`src/rtl/wc_z_serializer.sv`:
```
// ---------------------------------------------------------------------------
// wc_z_serializer
//   Captures packed result tiles Z from the Winograd convolution core, buffers
//   up to two of them, and streams each tile out one signed sample per cycle
//   over a valid/ready interface. Row boundaries are marked with s_last, and
//   a sticky flag records any tile dropped because the buffer was full.
//
// Ports
//   clk       system clock, rising edge
//   rst       asynchronous reset, active low
//   z_in      packed tile, sample 0 in the top W bits, sample N-1 in [W-1:0]
//   z_valid   z_in valid this cycle
//   z_ready   tile is accepted this cycle (combinational)
//   s_data    current output sample, two's complement
//   s_valid   s_data valid
//   s_ready   downstream accepts s_data
//   s_last    last sample of the last tile in a row
//   tile_cnt  index within the row of the tile at the FIFO head
//   ovf       sticky overflow flag, cleared only by reset
// ---------------------------------------------------------------------------
module wc_z_serializer #(
    parameter int N     = 4,
    parameter int W     = 10,
    parameter int TILES = 2,
    localparam int TCW  = (TILES > 1) ? $clog2(TILES) : 1,
    localparam int IDXW = (N > 1) ? $clog2(N) : 1
) (
    input  logic                clk,
    input  logic                rst,
    input  logic [N*W-1:0]      z_in,
    input  logic                z_valid,
    output logic                z_ready,
    output logic signed [W-1:0] s_data,
    output logic                s_valid,
    input  logic                s_ready,
    output logic                s_last,
    output logic [TCW-1:0]      tile_cnt,
    output logic                ovf
);

    logic [N*W-1:0]  mem_q [2];
    logic [N*W-1:0]  mem_d [2];
    logic            wr_ptr_q, wr_ptr_d;
    logic            rd_ptr_q, rd_ptr_d;
    logic [1:0]      count_q, count_d;
    logic [IDXW-1:0] idx_q, idx_d;
    logic [TCW-1:0]  tile_cnt_q, tile_cnt_d;
    logic            ovf_q, ovf_d;

    logic            idx_end;
    logic            row_end;
    logic            beat;
    logic            pop_tile;
    logic            push;
    logic [N*W-1:0]  head;

    assign idx_end  = (idx_q == IDXW'(N - 1));
    assign row_end  = (tile_cnt_q == TCW'(TILES - 1));
    assign s_valid  = (count_q != 2'd0);
    assign beat     = s_valid & s_ready;
    assign pop_tile = beat & idx_end;
    // A pop of the last sample frees a slot in the same cycle, so a full
    // FIFO can still accept a tile while it drains.
    assign z_ready  = (count_q < 2'd2) | pop_tile;
    assign push     = z_valid & z_ready;
    assign s_last   = s_valid & idx_end & row_end;
    assign tile_cnt = tile_cnt_q;
    assign ovf      = ovf_q;
    assign head     = mem_q[rd_ptr_q];

    // Output stage: slice of the head tile selected by idx, sample 0 at the top
    always_comb begin : slice_sel
        s_data = '0;
        for (int i = 0; i < N; i++) begin
            if (idx_q == IDXW'(i)) begin
                s_data = $signed(head[(N-1-i)*W +: W]);
            end
        end
    end

    always_comb begin : next_state
        mem_d      = mem_q;
        wr_ptr_d   = wr_ptr_q;
        rd_ptr_d   = rd_ptr_q;
        count_d    = count_q;
        idx_d      = idx_q;
        tile_cnt_d = tile_cnt_q;
        ovf_d      = ovf_q;

        if (push) begin
            mem_d[wr_ptr_q] = z_in;
            wr_ptr_d        = ~wr_ptr_q;
        end

        if (beat) begin
            if (idx_end) begin
                idx_d      = '0;
                rd_ptr_d   = ~rd_ptr_q;
                tile_cnt_d = row_end ? '0 : tile_cnt_q + 1'b1;
            end else begin
                idx_d = idx_q + 1'b1;
            end
        end

        case ({push, pop_tile})
            2'b10:   count_d = count_q + 2'd1;
            2'b01:   count_d = count_q - 2'd1;
            default: count_d = count_q;
        endcase

        // A refused tile is lost; nothing else changes.
        if (z_valid && !z_ready) begin
            ovf_d = 1'b1;
        end
    end

    // Register stage: storage is cleared too so s_data reads 0 out of reset
    always_ff @(posedge clk or negedge rst) begin
        if (!rst) begin
            mem_q[0]   <= '0;
            mem_q[1]   <= '0;
            wr_ptr_q   <= 1'b0;
            rd_ptr_q   <= 1'b0;
            count_q    <= 2'd0;
            idx_q      <= '0;
            tile_cnt_q <= '0;
            ovf_q      <= 1'b0;
        end else begin
            mem_q[0]   <= mem_d[0];
            mem_q[1]   <= mem_d[1];
            wr_ptr_q   <= wr_ptr_d;
            rd_ptr_q   <= rd_ptr_d;
            count_q    <= count_d;
            idx_q      <= idx_d;
            tile_cnt_q <= tile_cnt_d;
            ovf_q      <= ovf_d;
        end
    end

endmodule

```
`config.mk`:
```
export PLATFORM = sky130hd
export DESIGN_NAME = wc_z_serializer
export DESIGN_NICKNAME = d
export VERILOG_FILES = /design/src/rtl/wc_z_serializer.sv
export SDC_FILE = /design/constraint.sdc
export NUM_CORES = 1
export LEC_CHECK = 0
export CORE_ASPECT_RATIO = 1.75
export CORE_MARGIN = 4
export CORE_UTILIZATION = 59
export DETAILED_ROUTE_END_ITERATION = 7
export PLACE_DENSITY = 0.85
export SLEW_MARGIN = 20
export SYNTH_ARGS = -nofsm -noshare
export SYNTH_HDL_FRONTEND = slang
export SYNTH_SLANG_ARGS = --single-unit
```
`constraint.sdc`:
```
create_clock -name clk -period 2.8 [get_ports clk]
set_clock_uncertainty 0.15 [all_clocks]
set_input_delay 0.42 -clock clk [delete_from_list [all_inputs] [get_ports clk]]
set_output_delay 0.42 -clock clk [all_outputs]
set_load 0.005 [all_outputs]
```
# After elaboration in Yosys (flattened, before gate mapping)

Index checks and enable logic that the tools add are counted.

Bits in registers: 88
Input port bits: 44
Output and inout port bits: 15
Word-level logic and storage cells: 51

$add $sub $neg: 4
Order comparisons: 4
Eq/ne operators: 5
Multiplexer cells: 13
Bitwise gates (word level): 10
Reduce and logical (&&, ||, !) cells: 7

Operators with widths:

| cell                | number |
|---|---|
| $mux 40             | 4 |
| $bwmux 80           | 1 |
| $demux 40 s1        | 1 |
| $mux 10             | 4 |
| $eq 2x2->1 const B  | 3 |
| $and 1x1->1         | 5 |
| $add 2x1->2 const B | 2 |
| $eq 2x1->1 const B  | 2 |
| $ge 2x2->1 const B  | 2 |
| $not 1->2           | 2 |
| $pmux 2 s2          | 1 |
| $reduce_bool 2->1   | 2 |
| $logic_and 1x1->1   | 2 |
| $logic_not 2->1     | 1 |
| $lt 2x1->1 const B  | 1 |
| $lt 2x2->1 const B  | 1 |
| $mux 2              | 1 |
| $not 1->1           | 2 |
| $reduce_and 2->1    | 1 |
| $sub 2x1->2 const B | 1 |
| $add 1x1->1 const B | 1 |
| $logic_not 1->1     | 1 |
| $mux 1              | 1 |
| $or 1x1->1          | 1 |

# Logic depth before layout (Yosys ltp)

Gate-level depths: netlist (run 1).

Word-level depth: 8
Gate-level depth with buffers: 8
Depth with buffers taken out: 8

# Worst setup path after synthesis (run 1)

No wires, ideal clock.

Path type: reg2out
From: register idx_q[0]
To: output port s_data[0]
Data arrival time: 1.423 ns
Data required time: 2.230 ns
Path slack: 0.807 ns
Stages on the path, launching flop included: 6
Path buffers: 1
Cells stage by stage: dfrtp_1 -> ha_1 -> or2_2 -> buf_1 -> a221oi_1 -> a221oi_1

Word-level cells in the longest chain between the ends: 5
Elaborated cells on any way between the ends: 8
Classes of those cells: 3 x eq/ne; 4 x mux; 1 x reduce/logical

RTL lines:

| what                   | RTL line | RTL |
|---|---|---|
| start, declared        | 46       | `logic [IDXW-1:0] idx_q, idx_d;` |
| start signal, assigned | 134      | `idx_q <= idx_d;` |
| $logic_not 2->1        | 75       | `if (idx_q == IDXW'(i)) begin` |
| $mux 10 (3 in a row)   | 75       |  |
| $mux 10 (*)            | 75       |  |
| end, declared          | 33       | `output logic signed [W-1:0] s_data,` |

Mark *: on every way between the ends. The rest lies on a longest branch, timed or not.

# Worst setup path after layout (run 1)

From: register idx_q[0]
To: output port s_data[8]

Same word-level chain as after synthesis.

==> results by group, run 1 <==
Floorplanning
  • Starting Density: 61.2%
  • FP Rows: 40
  • Core ar.: 0.00696 sq mm
  • Die area: 0.00869 sq mm
  • Die width: 72.2 microns
  • Die height: 120 microns
  • IO Pins: 59

Setup path
  • CP bufs+invs: 3
  • CP Capture Type: primary output
  • Setup crit start kind: flip-flop
  • Crit path top cell by count: a221oi_1
  • Critical Path AT: 2.08 ns
  • End point of the critical path: s_data[8]
  • Levels on crit path: 7
  • R2R Path Start: idx_q[0]
  • Critical-path cell list: inv_1 > ha_1 > nor2b_2 > buf_4 > a221oi_1 > a221oi_1 > dlygate4sd2_1
  • Top Family by Delay on Critical Path: buffers and inverters
  • Crit path from: idx_q[0]
  • CP Class: flip-flop to primary output
  • Worst-path maximum fanout: 8
  • Setup slack, reg-to-reg: 0.59 ns
  • Critical Path Max Stage Delay: 0.40 ns
  • Register-to-Register Path Depth: 7
  • Reg2reg end: mem_q[26]
  • CP max-delay cell: dfrtp_1
  • CP required: 2.23 ns

Flow run
  • Max Cap Viol: 0

Detailed routing
  • DRT Pass-1 Iters: 4
  • Drt total wl: 8.41 mm
  • Routed Antenna Nets: 0
  • Vias: 2485
  • Vias per std cell: 5.79
  • DRC violation count after routing: 0
  • Iteration-0 DRC Markers: 174
  • WL/cell: 19.6 microns

Global routing
  • First-pass GRT wire length: 13.9 mm
  • Grt met3 use: 5.32%
  • Largest net degree at the start of global routing: 48
  • Total global-route track usage: 21.0%
  • Vias in the first global route: 2841
  • Antenna violations before repair: 0
  • Fraction of met1 tracks used by global routing: 27.2%
  • GR Util met2: 33.4%
  • Top Usage Layer GRT: met2
  • Total global routing overflow: 0

Yosys
  • Synth Flop Type: dfrtp_1
  • Most common cell in the synthesized netlist: dfrtp_1
  • Mean Syn Cell Area: 15.4 sq um
  • Synth top cells by count: dfrtp_1, mux2_2, mux2_4, a221oi_1, mux2i_1
  • Synth area leaders: dfrtp_1, mux2_2, mux2_4, mux2i_1, a221oi_1
  • Top-area cell type share of the netlist area: 51.7%
  • Unique cell type count in the Yosys netlist: 26
  • Cell area after synthesis: 0.00426 sq mm
  • Yosys warns: 0
  • Async set-reset flop share out of synthesis: 100%
  • Top cell type by total area after synthesis: dfrtp_1
  • Syn_nets: 326
  • Yosys reg bits: 88
  • Post-synth EDFFs: 0
  • Syn Inst Count: 277
  • Sequential area share after synthesis: 51.7%

CTS
  • H-tree levels: 3
  • Worst-Skew Late Latency: 0.33 ns
  • Clock root cell: clkbuf_16
  • Clock-pin slew on the worst setup and hold paths: 0.06 ns
  • CTS Buf Count: 9
  • CTS tree: built
  • Clock sink total: 88
  • Clk buf depth: 2

Timing
  • Final Hold Vio Count: 0
  • Fin Hold WS: 0.311 ns
  • Min Tclk post-route: 2.65 ns
  • Setup slack after layout: 0.152 ns
  • Unrepaired setup endpoints after global routing: no
  • Final setup fails: 0
  • Measured slew at the worst slew-check pin: 0.554 ns
  • Relative slew slack: 63.1%
  • Max Freq: 0.378 GHz
  • Fin crit share: 94.6%
  • Setup TNS: 0 ns
  • Slew Viols, Final: 0

Pwr
  • P_leak: 2.39 nW
  • Worst IR Drop VDD: 793 uV
  • P per Cell Area: 1230 mW/mm^2

Layout
  • Fin area: 0.00522 sq mm
  • Final core occ: 75.1%
  • Synth-to-layout area growth: 22.7%
  • Nets: 389
  • Diode count: 0
  • Layout cells sized above 1: 39.4%

Outcome
  • Status: complete, no violations

Placement
  • Post-DP HPWL: 5.79 mm
  • Port bufs: 58
  • Post-place setup slack: 0.231 ns
  • GP Congestion: 0.794
  • Placed Area: 0.00491 sq mm

Min path
  • Hold crit path type: flip-flop to flip-flop
-- metal layers --
layer / routed length, microns / share of wire (%) / vias to the layer above
met4: 172 / 2.0 / 0
met5: 0 / 0 / -
li1: - / - / 1142
met3: 319 / 3.8 / 16
met2: 4340 / 52 / 59
met1: 3580 / 43 / 1268
-- report_power, final --
group	internal, mW	leakage, nW	switching (mW)
logic	1.81	1.21	1.19
registers	1.93	1.03	0.380
clock network	0.673	0.139	0.456
total	4.42	2.39	2.03
-- cell type report --
type | instances | area [sq um]
fill | 450 | 1730
inverter | 4 | 15.0
tap | 84 | 105
multi-input combinational | 167 | 1900
clock buffer | 14 | 274
timing repair buffer | 70 | 716
clock inverter | 2 | 12.5
sequential | 88 | 2200
-- placed cells by master (no fill, tap or decap), types with 2 or more instances in the layout --
cell	Yosys	final
buf_12	0	4
clkdlybuf4s50_1	0	47
a221oi_1	20	19
inv_1	3	3
ha_1	5	5
mux2_4	40	40
mux2i_1	20	20
clkbuf_8	0	3
a21o_1	2	2
dlygate4sd2_1	0	9
dfrtp_1	88	87
clkbuf_1	2	2
xnor2_1	5	5
mux2_2	61	61
buf_4	3	7
clkbuf_16	0	9
-- flip-flops by register name, indices dropped and copies added (netlist names) --
| register | count |
|---|---|
| count_q | 2 |
| idx_q | 2 |
| mem_q | 80 |
| ovf | 1 |
| rd_ptr_q | 1 |
| tile_cnt | 1 |
| wr_ptr_q | 1 |
-- kinds of logic (layout without fill, tap and decap cells) --
| kind of cell | after synthesis | in the layout | synth area share [%] |
|---|---|---|---|
| multiplexers | 121 | 121 | 34.9 |
| adder cells (fa/ha/maj) | 5 | 5 | 1.47 |
| XOR/XNOR | 6 | 6 | 1.23 |
| buffers and inverters | 22 | 90 | 3.97 |
| flip-flops | 88 | 88 | 51.7 |
| AO/OA/AOI/OAI | 24 | 24 | 4.85 |
| AND/OR/NAND/NOR | 11 | 11 | 1.82 |
-- how the worst min path moves through the flow --
| stage | from | end | slack, ns | depth (start not counted) |
|---|---|---|---|---|
| 2_1_floorplan | rst | count_q[0] | -0.03 | 0 |
| 3_3_place_gp | rst | mem_q[35] | 0.29 | 1 |
| 3_5_place_dp | rst | mem_q[31] | 0.29 | 1 |
| 4_1_cts | ovf | ovf | 0.31 | 1 |
| 5_1_grt | ovf | ovf | 0.34 | 1 |
| 6_report | ovf | ovf | 0.31 | 1 |
-- timing repair --
action | 4_1_cts | 5_1_grt
buffers inserted | 1 | 0
endpoints found under the setup margin | 10 | 1
hold buffers | 1 | 0
gates resized for setup | 13 | 1
hold endpoints to repair | 41 | 0
-- metrics by stage --
step	instances	power, mW
2_1_floorplan	277	4.40
5_1_grt	429	6.83
3_5_place_dp	411	5.41
4_1_cts	429	6.51
3_3_place_gp	411	5.29
6_report	429	6.45
No activity file was read; power rests on OpenSTA's default activity.
==> run 2, diff against run 1 <==
--- a/config.mk
+++ b/config.mk
@@ -9,6 +9,7 @@
 export CORE_MARGIN = 4
 export CORE_UTILIZATION = 59
 export DETAILED_ROUTE_END_ITERATION = 7
+export MAX_ROUTING_LAYER = met4
 export PLACE_DENSITY = 0.85
 export SLEW_MARGIN = 20
 export SYNTH_ARGS = -nofsm -noshare
==> run 2 against run 1 <==
Net effect:
- die area unchanged
- wire length down 0.43%
- clock power is essentially flat
- via count fell by 0.20%
- critical path depth stayed put
- setup slack better by 0.00056 ns
- maximum frequency hardly changed
- critical path type unchanged
- critical endpoint unchanged
- largest cell class unchanged
==> results by group, run 2 (same netlist as run 1, synthesis figures left out) <==
Outcome
  • Status: complete, no violations

Placement
  • Post-place setup slack: 0.231 ns
  • GP Congestion: 0.805
  • Port bufs: 58
  • Post-DP HPWL: 5.79 mm

Floorplanning
  • FP Rows: 40
  • Starting Density: 61.2%
  • Die height: 120 microns
  • Die area: 0.00869 sq mm
  • Die width: 72.2 microns
  • IO Pins: 59
  • Core ar.: 0.00696 sq mm

Pwr
  • P_leak: 2.39 nW
  • Power, Total: 6.45 mW
  • Worst IR Drop VDD: 793 uV
  • P per Cell Area: 1230 mW/mm^2

CTS
  • H-tree levels: 3
  • Clock sink total: 88
  • Clk buf depth: 2
  • Clock-pin slew on the worst setup and hold paths: 0.06 ns
  • CTS tree: built
  • CTS Buf Count: 9
  • Clock root cell: clkbuf_16
  • Worst-Skew Late Latency: 0.33 ns

Timing
  • Setup slack after layout: 0.153 ns
  • Unrepaired setup endpoints after global routing: no
  • Relative slew slack: 63.7%
  • Slew Viols, Final: 0
  • Min Tclk post-route: 2.65 ns
  • Measured slew at the worst slew-check pin: 0.545 ns
  • Max Freq: 0.378 GHz
  • Fin crit share: 94.5%
  • Setup TNS: 0 ns
  • Final Hold Vio Count: 0
  • Final setup fails: 0

Layout
  • Reg with most FFs: mem_q
  • Largest register FFs: 80
  • Nets: 389
  • Synth-to-layout area growth: 22.7%
  • Commonest non-fill, non-tap cell in the layout: dfrtp_1
  • Regs by FF count: mem_q x80, count_q x2, idx_q x2
  • Diode count: 0
  • Commonest cells after routing, fill and taps aside: dfrtp_1, mux2_2, clkdlybuf4s50_1, mux2_4, mux2i_1
  • Layout cells sized above 1: 39.4%

Detailed routing
  • Vias per std cell: 5.78
  • DRT Pass-1 Iters: 4
  • Drt total wl: 8.38 mm
  • Vias: 2480
  • DRC violation count after routing: 0
  • Iteration-0 DRC Markers: 169
  • WL/cell: 19.5 microns
  • Routed Antenna Nets: 0

Global routing
  • Total global routing overflow: 0
  • Largest net degree at the start of global routing: 48
  • First-pass GRT wire length: 13.9 mm
  • Vias in the first global route: 2830
  • Antenna violations before repair: 0
  • Total global-route track usage: 21.6%

Setup path
  • R2R Path Start: idx_q[0]
  • Setup crit start kind: flip-flop
  • CP Capture Type: primary output
  • Setup slack, reg-to-reg: 0.59 ns
  • Worst-path maximum fanout: 8
  • Critical Path AT: 2.08 ns
  • Crit path from: idx_q[0]
  • CP required: 2.23 ns
  • CP Class: flip-flop to primary output
  • Register-to-Register Path Depth: 7
  • End point of the critical path: s_data[8]
  • Reg2reg end: mem_q[26]

Min path
  • Hold crit path type: flip-flop to flip-flop

Flow run
  • Max Cap Viol: 0
[run 2: cell counts in the layout (fill, tap and decap cells not counted)]
Identical to the previous run, type by type.
[run 2: layout make-up]
class | count | area, sq um
multi-input combinational | 167 | 1900
fill | 450 | 1730
timing repair buffer | 70 | 716
inverter | 4 | 15.0
sequential | 88 | 2200
tap | 84 | 105
clock inverter | 2 | 12.5
clock buffer | 14 | 274
[run 2: metal layers]
layer | GRT usage (%) | share of wire [%]
met5 | - | 0
met4 | 8.59 | 2.1
met3 | 5.24 | 4.0
met2 | 33.7 | 51
met1 | 27.0 | 43
[run 2: power by group]
group          total [mW]  switching (mW)  internal [mW]
sequential           2.31           0.379           1.93
clock                1.13           0.460          0.673
combinational        3.00            1.19           1.81
total                6.45            2.03           4.42
[run 2: worst min-delay path by stage]
stage / slack, ns / cells past startpoint / from / end
finish: 0.31 / 1 / ovf / ovf
global route: 0.34 / 1 / ovf / ovf
CTS: 0.31 / 1 / ovf / ovf
detailed placement: 0.29 / 1 / rst / mem_q[31]
global placement: 0.29 / 1 / rst / mem_q[35]
floorplan: -0.03 / 0 / rst / count_q[0]
[run 2: per-stage QoR]
| stage | util, % | instance area, sq um | instances | hold WS (ns) |
|---|---|---|---|---|
| 2_1_floorplan | - | 4260 | 277 | -0.0256 |
| 3_3_place_gp | 70.6 | 4910 | 411 | 0.288 |
| 6_report | 75.1 | 5220 | 429 | 0.311 |
| 5_1_grt | 75.1 | 5220 | 429 | 0.337 |
| 4_1_cts | 75.1 | 5220 | 429 | 0.311 |
| 3_5_place_dp | 70.6 | 4910 | 411 | 0.292 |
[run 2: critical path: stages, from the launching register on]
cell and delay, ns:
dfrtp_1 0.40, inv_1 0.09, ha_1 0.19, nor2b_2 0.17
buf_4 0.16, a221oi_1 0.34, a221oi_1 0.10, dlygate4sd2_1 0.29
[run 2: repair_timing]
item	CTS	global route
hold buffers	1	0
setup endpoints to repair	10	1
setup buffers	1	0
endpoints found under the hold margin	41	0
gates resized for setup	13	1
==> run 3, diff against run 2 <==
--- a/config.mk
+++ b/config.mk
@@ -5,13 +5,13 @@
 export SDC_FILE = /design/constraint.sdc
 export NUM_CORES = 1
 export LEC_CHECK = 0
+export ABC_CLOCK_PERIOD_IN_PS = 2800
 export CORE_ASPECT_RATIO = 1.75
-export CORE_MARGIN = 4
 export CORE_UTILIZATION = 59
 export DETAILED_ROUTE_END_ITERATION = 7
 export MAX_ROUTING_LAYER = met4
 export PLACE_DENSITY = 0.85
-export SLEW_MARGIN = 20
+export SLEW_MARGIN = 10
 export SYNTH_ARGS = -nofsm -noshare
 export SYNTH_HDL_FRONTEND = slang
 export SYNTH_SLANG_ARGS = --single-unit
==> run 3 against run 2 <==
Net effect:
- total power grew 2.9%
- largest power group unchanged
- hold slack lost 0.0087 ns
- critical path depth shrank 1
- first-iteration DRC count shrank 15%
- global-route usage grew 5.1 points
- critical endpoint is now s_data[2]
- maximum frequency grew 1.7%
- via count grew 1.9%
- die area shrank 13%
- clock power is essentially flat
==> results by group, run 3 (same netlist as run 1, synthesis figures left out) <==
Min path
  • WHS Path Cells: 1
  • Hold crit path type: flip-flop to flip-flop

Timing
  • Setup TNS: 0 ns
  • Final Hold Vio Count: 0
  • Relative slew slack: 67.7%
  • Min Tclk post-route: 2.60 ns
  • Measured slew at the worst slew-check pin: 0.485 ns
  • Final setup fails: 0
  • Slew Viols, Final: 0
  • Max Freq: 0.384 GHz
  • Unrepaired setup endpoints after global routing: no
  • Fin crit share: 92.9%

Detailed routing
  • DRT Pass-1 Iters: 4
  • Vias: 2527
  • Iteration-0 DRC Markers: 144
  • Routed Antenna Nets: 0
  • Drt total wl: 8.63 mm
  • WL/cell: 20.2 microns
  • DRC violation count after routing: 0
  • Vias per std cell: 5.92

Layout
  • Fin area: 0.00527 sq mm
  • Non-Filler Instances: 427
  • Synth-to-layout area growth: 23.8%
  • Largest register FFs: 80
  • Diode count: 0
  • Regs by FF count: mem_q x80, count_q x2, idx_q x2
  • Layout fillers: 440
  • Reg with most FFs: mem_q
  • Nets: 390
  • Commonest non-fill, non-tap cell in the layout: dfrtp_1
  • Layout cells sized above 1: 41.1%
  • Commonest cells after routing, fill and taps aside: dfrtp_1, mux2_2, clkdlybuf4s50_1, mux2_4, mux2i_1

Global routing
  • First-pass GRT wire length: 14.2 mm
  • Total global routing overflow: 0
  • Antenna violations before repair: 0
  • Largest net degree at the start of global routing: 53
  • Vias in the first global route: 2767
  • Total global-route track usage: 26.8%

Pwr
  • Worst IR Drop VDD: 951 uV
  • P per Cell Area: 1260 mW/mm^2
  • P_leak: 2.43 nW

CTS
  • CTS Buf Count: 9
  • Clk buf depth: 2
  • Clock sink total: 88
  • H-tree levels: 3
  • Worst-Skew Late Latency: 0.33 ns
  • Clock-pin slew on the worst setup and hold paths: 0.06 ns
  • CTS tree: built
  • Clock root cell: clkbuf_16

Floorplanning
  • IO Pins: 59
  • Die area: 0.00757 sq mm
  • Die height: 114 microns
  • Core ar.: 0.00691 sq mm
  • FP Rows: 40
  • Starting Density: 61.6%
  • Die width: 66.2 microns

Placement
  • Placed Area: 0.00492 sq mm
  • Post-DP HPWL: 5.62 mm
  • GP Congestion: 0.761
  • Dpl cells: 412
  • Port bufs: 58

Setup path
  • CP required: 2.23 ns
  • Register-to-Register Path Depth: 7
  • Setup crit start kind: flip-flop
  • CP Class: flip-flop to primary output
  • Worst-path maximum fanout: 10
  • CP Capture Type: primary output
  • Critical Path AT: 2.03 ns

Flow run
  • Max Cap Viol: 0

Outcome
  • Status: complete, no violations
-- run 3: cell types whose count changed in the layout (fill, tap and decap cells not counted), sizes merged --
cell / delta
buf: +1
dlymetal6s2s: +2
clkinvlp: -1
clkbuf: -2
bufinv: +1
dlygate4sd2: -2
clkinv: -1
-- run 3: path summary, 6_finish.rpt --
check                      startpoint         to  slack (ns)
max in group asynchronous         rst   mem_q[5]        1.41
min in group asynchronous         rst  mem_q[31]        0.44
setup reg to reg             idx_q[0]  mem_q[21]        0.57
hold / removal                    ovf        ovf        0.30
setup / recovery             idx_q[0]  s_data[2]        0.20
hold reg to reg                   ovf        ovf        0.30
-- run 3: where the power goes --
part | internal [mW] | leakage, nW | switching [mW]
clock network | 0.701 | 0.135 | 0.447
logic | 1.88 | 1.26 | 1.29
registers | 1.93 | 1.03 | 0.388
-- run 3: final cells by class --
class | count | area [sq um] | area share, %
Sequential cell | 88 | 2200 | 41.8
Clock buffer | 12 | 246 | 4.67
Clock inverter | 1 | 30.0 | 0.570
Tap cell | 84 | 105 | 1.99
Timing Repair Buffer | 71 | 731 | 13.9
Inverter | 4 | 15.0 | 0.285
Multi-Input combinational cell | 167 | 1940 | 36.8
-- run 3: critical path: stages (launching register included) --
cell and delay (ns):
dfrtp_1 0.42, inv_1 0.09, ha_1 0.23, or2_4 0.32
a221oi_1 0.27, a221oi_1 0.10, dlygate4sd2_1 0.28
-- run 3: metal layers --
| metal | part of all wire [%] | vias to the layer above | track usage (%) |
|---|---|---|---|
| li1 | - | 1142 | - |
| met1 | 43 | 1317 | 33.2 |
| met2 | 51 | 52 | 41.7 |
| met3 | 3.3 | 16 | 4.88 |
| met4 | 3.1 | 0 | 13.2 |
| met5 | 0 | - | - |
-- run 3: stage by stage --
stage / utilization, % / hold WS [ns] / setup WS [ns] / power, mW
final: 76.3 / 0.303 / 0.198 / 6.63
after global routing: 76.3 / 0.333 / 0.0891 / 7.01
after CTS: 76.0 / 0.311 / 0.00403 / 6.66
after detailed placement: 71.3 / 0.267 / 0.243 / 5.41
after global placement: 71.3 / 0.262 / 0.301 / 5.32
after floorplan: - / -0.0256 / 0.807 / 4.40
-- run 3: timing repair --
| item | CTS | global route |
|---|---|---|
| setup buffers | 0 | 1 |
| endpoints found under the hold margin | 36 | 0 |
| pin swaps | 0 | 0 |
| hold buffers | 1 | 0 |
| cloned | 0 | 0 |
| resized for setup | 16 | 5 |
| setup endpoints to repair | 10 | 3 |
